File: src/rtl/sim_video_out.sv
// Video output stage: pixel-to-RGB conversion (mono or palette), one-ce_pix output
// pipeline for colour and timing, and line/frame measurement of the incoming raster.
module sim_video_out #(
    parameter int          BPP      = 1,
    parameter int          MODE     = 0,
    parameter logic [23:0] FG_COLOR = 24'hFFFFFF,
    parameter logic [23:0] BG_COLOR = 24'h000000
) (
    input  logic            clk,
    input  logic            reset,
    input  logic            ce_pix,
    input  logic [BPP-1:0]  pix,
    input  logic            hblank,
    input  logic            vblank,
    input  logic            hsync,
    input  logic            vsync,
    input  logic            pal_we,
    input  logic [BPP-1:0]  pal_addr,
    input  logic [23:0]     pal_data,
    output logic [7:0]      VGA_R,
    output logic [7:0]      VGA_G,
    output logic [7:0]      VGA_B,
    output logic            VGA_HS,
    output logic            VGA_VS,
    output logic            VGA_HB,
    output logic            VGA_VB,
    output logic [15:0]     frame_cnt,
    output logic [11:0]     line_width,
    output logic [11:0]     frame_height,
    output logic            meas_valid
);

    localparam int          NPAL    = 1 << BPP;
    localparam logic [11:0] CNT_MAX = 12'hFFF;

    logic [23:0] pal_q [NPAL];
    logic [23:0] pal_d [NPAL];
    logic [23:0] color;
    logic [23:0] rgb_q, rgb_d;
    logic        hs_q, hs_d, vs_q, vs_d, hb_q, hb_d, vb_q, vb_d;
    logic        hb_prev_q, hb_prev_d, vb_prev_q, vb_prev_d;
    logic        vb_seen_q, vb_seen_d, meas_valid_q, meas_valid_d;
    logic [11:0] h_cnt_q, h_cnt_d, v_cnt_q, v_cnt_d;
    logic [11:0] line_width_q, line_width_d, frame_height_q, frame_height_d;
    logic [15:0] frame_cnt_q, frame_cnt_d;
    logic [11:0] v_next;
    logic        hb_rise, vb_rise;

    always_comb begin
        for (int i = 0; i < NPAL; i++) pal_d[i] = pal_q[i];
        if (MODE == 1 && pal_we) pal_d[pal_addr] = pal_data;
    end

    // Lookup reads pal_q, so a same-cycle write to the entry shows up one ce_pix later.
    always_comb begin
        color = 24'h000000;
        if (!(hblank || vblank)) begin
            if (MODE == 0) color = (pix != '0) ? FG_COLOR : BG_COLOR;
            else           color = pal_q[pix];
        end
    end

    always_comb begin
        rgb_d = rgb_q;
        hs_d  = hs_q;
        vs_d  = vs_q;
        hb_d  = hb_q;
        vb_d  = vb_q;
        if (ce_pix) begin
            rgb_d = color;
            hs_d  = hsync;
            vs_d  = vsync;
            hb_d  = hblank;
            vb_d  = vblank;
        end
    end

    assign hb_rise = hblank & ~hb_prev_q;
    assign vb_rise = vblank & ~vb_prev_q;

    // A vblank rising together with hblank still counts the line just finished.
    always_comb begin
        hb_prev_d      = hb_prev_q;
        vb_prev_d      = vb_prev_q;
        h_cnt_d        = h_cnt_q;
        v_cnt_d        = v_cnt_q;
        line_width_d   = line_width_q;
        frame_height_d = frame_height_q;
        frame_cnt_d    = frame_cnt_q;
        vb_seen_d      = vb_seen_q;
        meas_valid_d   = meas_valid_q;
        v_next         = v_cnt_q;
        if (ce_pix) begin
            hb_prev_d = hblank;
            vb_prev_d = vblank;
            if (hb_rise) begin
                line_width_d = h_cnt_q;
                h_cnt_d      = 12'd0;
                if ((!vblank || vb_rise) && h_cnt_q != 12'd0 && v_cnt_q != CNT_MAX)
                    v_next = v_cnt_q + 12'd1;
            end else if (!hblank && !vblank && h_cnt_q != CNT_MAX) begin
                h_cnt_d = h_cnt_q + 12'd1;
            end
            v_cnt_d = v_next;
            if (vb_rise) begin
                frame_height_d = v_next;
                v_cnt_d        = 12'd0;
                frame_cnt_d    = frame_cnt_q + 16'd1;
                vb_seen_d      = 1'b1;
                if (vb_seen_q) meas_valid_d = 1'b1;
            end
        end
    end

    always_ff @(posedge clk) begin
        if (reset) begin
            for (int i = 0; i < NPAL; i++) pal_q[i] <= (i == 0) ? BG_COLOR : FG_COLOR;
            rgb_q          <= 24'h000000;
            hs_q           <= 1'b0;
            vs_q           <= 1'b0;
            hb_q           <= 1'b1;
            vb_q           <= 1'b1;
            hb_prev_q      <= 1'b1;
            vb_prev_q      <= 1'b1;
            h_cnt_q        <= 12'd0;
            v_cnt_q        <= 12'd0;
            line_width_q   <= 12'd0;
            frame_height_q <= 12'd0;
            frame_cnt_q    <= 16'd0;
            vb_seen_q      <= 1'b0;
            meas_valid_q   <= 1'b0;
        end else begin
            for (int i = 0; i < NPAL; i++) pal_q[i] <= pal_d[i];
            rgb_q          <= rgb_d;
            hs_q           <= hs_d;
            vs_q           <= vs_d;
            hb_q           <= hb_d;
            vb_q           <= vb_d;
            hb_prev_q      <= hb_prev_d;
            vb_prev_q      <= vb_prev_d;
            h_cnt_q        <= h_cnt_d;
            v_cnt_q        <= v_cnt_d;
            line_width_q   <= line_width_d;
            frame_height_q <= frame_height_d;
            frame_cnt_q    <= frame_cnt_d;
            vb_seen_q      <= vb_seen_d;
            meas_valid_q   <= meas_valid_d;
        end
    end

    assign VGA_R        = rgb_q[23:16];
    assign VGA_G        = rgb_q[15:8];
    assign VGA_B        = rgb_q[7:0];
    assign VGA_HS       = hs_q;
    assign VGA_VS       = vs_q;
    assign VGA_HB       = hb_q;
    assign VGA_VB       = vb_q;
    assign frame_cnt    = frame_cnt_q;
    assign line_width   = line_width_q;
    assign frame_height = frame_height_q;
    assign meas_valid   = meas_valid_q;

endmodule
File: config.mk
export PLATFORM = sky130hd
export DESIGN_NAME = sim_video_out
export DESIGN_NICKNAME = d
export VERILOG_FILES = /design/src/rtl/sim_video_out.sv
export SDC_FILE = /design/constraint.sdc
export NUM_CORES = 1
export LEC_CHECK = 0
export BUFFER_PORTS_ARGS = -buffer_cell sky130_fd_sc_hd__buf_4
export CORE_UTILIZATION = 47
export DETAILED_ROUTE_END_ITERATION = 8
export PLACE_DENSITY = 0.75
export SYNTH_ARGS = -nofsm -noshare
export SYNTH_HDL_FRONTEND = slang
export SYNTH_SLANG_ARGS = --single-unit
File: constraint.sdc
create_clock -name clk -period 1.95 [get_ports clk]
set_input_delay 0.39 -clock clk [delete_from_list [all_inputs] [get_ports clk]]
set_output_delay 0.39 -clock clk [all_outputs]
set_load 0.01 [all_outputs]
==> metrics <==
Sum Neg Setup Slack=0 ns; placed cell area=4170 um^2; critical path class=reg -> reg; CTS sink cnt=71; area grow syn2layout=27.1%; I/O Buffers=76; Final GP Congestion=0.894; final setup margin=0.0457 ns; CP required=2.21 ns; Crit. Startpoint=h_cnt_q[0]$_SDFFE_PP0P_; Final Core Density=61.6%; hold path cells=3; Clock Skews=0.0104 ns; # hold bufs at CTS=0; DP HPWL=5890 um; most frequent cell after synthesis=dfxtp_1; Max Used Layer=met4; first-pass GRT wire length=12400 um; largest net degree at the start of global routing=29; Max Transition Viols Final=0; Rows=31; worst-path fanout max=4; clock tree buffer depth=2; clk root buf=clkbuf_8; crit share post-route=97.7%; R2R setup slack=0.05 ns; H-tree levels=3; Routed WL per cell=13.5 um; Pleak=0.00173 uW; # diodes=0; Final Setup Violations=0; crit path time final=1.90 ns; Finished Cell Area=4440 um^2; run status=completed; met2 routed wirelength=3820 um; clk_lat worst skew=0.35 ns; die width=88.2 um; Hold Fails Final Rpt=0; num ports=103; initial antenna violation count=0; maxcap violations=0; maximum vdd drop=0.390 mV; First DRT Iteration DRCs=136; Pre-antenna DRT Iters=4; Async SR Flop Fraction=0%; crit-path cells=inv_1 -> ha_1 -> nor4b_2 -> and3_2 -> nor4_2 -> xnor2_1 -> a211oi_1; r2r startpoint=h_cnt_q[0]$_SDFFE_PP0P_; yosys warns=0; Top FF cell, synth=dfxtp_1; Post-Syn Area=3490 um^2; Synth top area share=40.7%; post-synthesis register bit count=71; Mean Syn Cell Area=8.40 um^2; CP peak stage delay=0.41 ns; Post-synth EDFFs=0; PwrDens=693 nW/um^2; Hold Crit Start=hsync; DR vias=3205; arrival time at the worst endpoint=2.17 ns; CP Launch Type=register; # DRC=0; Critical path destination=frame_height[9]$_SDFFE_PP0P_; Relative slew margins=53.9%; Reg clk slew, reported paths=0.07 ns; grt total ovfl=0; Worst setup EP type=register; post-route ant nets=0; Slowest cell on crit path=nor4_2; Reg-to-Reg End=frame_height[9]$_SDFFE_PP0P_; vias in the first global route=2741; synthesized instance count=416; height of the die=88.2 um; leading area contributor after synthesis=dfxtp_1; met3 wire length=537 um; TritonCTS clock tree=yes; Seq/Total Area, Yosys=40.7%; synth unique cells=48; top cells by count, synth=71 x dfxtp_1, 51 x nand2_1, 49 x nor2_1; vias per cell=5.38; HP Class=in -> reg; share of cells above drive strength 1=29.0%; FMAX=525 MHz; DIE AREA=7780 um^2; Num CTS Buffers=9; initial core utilization=48.4%; wirelength, routed=8080 um; unrepaired setup endpoints after global routing=true; Area contributors post-synth=dfxtp_1 41%, nand2_1 5.5%, nor2_1 5.3%, xnor2_1 5.3%, buf_4 5.2%; syn nets=454; core box area=7210 um^2; Post-Route M1 WL=3590 um; R2R cell count=7; DP Worst Slack=-0.0582 ns; Layout Nets=530; worst slew pin tran=0.690 ns; Tot GR Track Use=20.9%
[state kept, by name, summed over array words and instances (netlist names), 12 cells and up]
signal	cells
frame_cnt	16
frame_height	12
line_width	12
h_cnt_q	12
v_cnt_q	12
[power breakdown]
group	switching (uW)	total, uW	leakage (uW)	internal (uW)
Sequential	14.4	1480	0.000575	1460
Combinational	112	193	0.00104	81.5
Clock	557	1400	0.000120	848
[layer usage]
metal  vias to the layer above  global-route usage (%)
met5                         -                       0
met4                         0                    8.21
met3                        14                    5.69
met2                       102                    34.2
met1                      1509                    26.1
li1                       1580                       -
[cell usage in the layout (no fill, tap or decap), types with 6 or more instances in the layout]
master	instances
a211oi_1	14
dfxtp_1	68
clkbuf_8	9
nand2_1	51
a21oi_1	22
o21ai_0	11
buf_4	108
xnor2_1	21
nand4_1	13
nor2_1	48
nor4_1	6
inv_1	10
nand3_1	18
mux2i_1	8
xor2_1	11
or3_1	8
[timing repair]
action | in CTS | in global routing
setup buffers | 0 | 0
resized for setup | 4 | 5
pin swaps | 2 | 3
endpoints found under the setup margin | 5 | 7
cloned | 0 | 0
[critical path, delay by kind of cell (launching register included)]
kind                       cells  cell delay, ns
adders and majority gates      1            0.19
and+or+nand+nor                3            0.84
xor gates and xnor gates       1            0.14
AOI/OAI and AO/OA              1            0.26
DFF                            1            0.33
buffers and inverters          1            0.05
[how the worst min path moves through the flow]
stage                                      end
floorplan               vb_seen_q$_SDFFE_PP0P_
global placement    line_width[7]$_SDFFE_PP0P_
detailed placement  line_width[0]$_SDFFE_PP0P_
CTS                     rgb_q[22]$_SDFFE_PP0P_
global route               VGA_VS$_SDFFE_PP0P_
finish                     VGA_HS$_SDFFE_PP0P_
[stage by stage]
stage	instances	hold slack (ns)	total power, uW
after floorplan	416	0.441	1630
after global placement	580	0.448	1700
after detailed placement	580	0.450	1700
after CTS	596	0.285	3110
after global routing	596	0.298	3190
final	596	0.298	3080
[kinds of logic (layout without fill, tap and decap cells)]
kind of cell / after synthesis / in the layout / synth area share (%)
buffers and inverters: 53 / 134 / 8.49
AO/OA/AOI/OAI: 65 / 65 / 12.2
AND/OR/NAND/NOR: 183 / 183 / 26.9
flip-flops: 71 / 71 / 40.7
XOR/XNOR: 32 / 32 / 8.02
adder cells (fa/ha/maj): 4 / 4 / 1.43
multiplexers: 8 / 8 / 2.29
[area by class of cell]
cell class,instances,area (um^2)
Clock buffer,10,128
Clock inverter,6,109
Fill cell,632,2770
Inverter,10,37.5
Multi-Input combinational cell,292,1810
Sequential cell,71,1430
Tap cell,99,124
Timing Repair Buffer,108,811
Power figures use the tool's default switching activity.
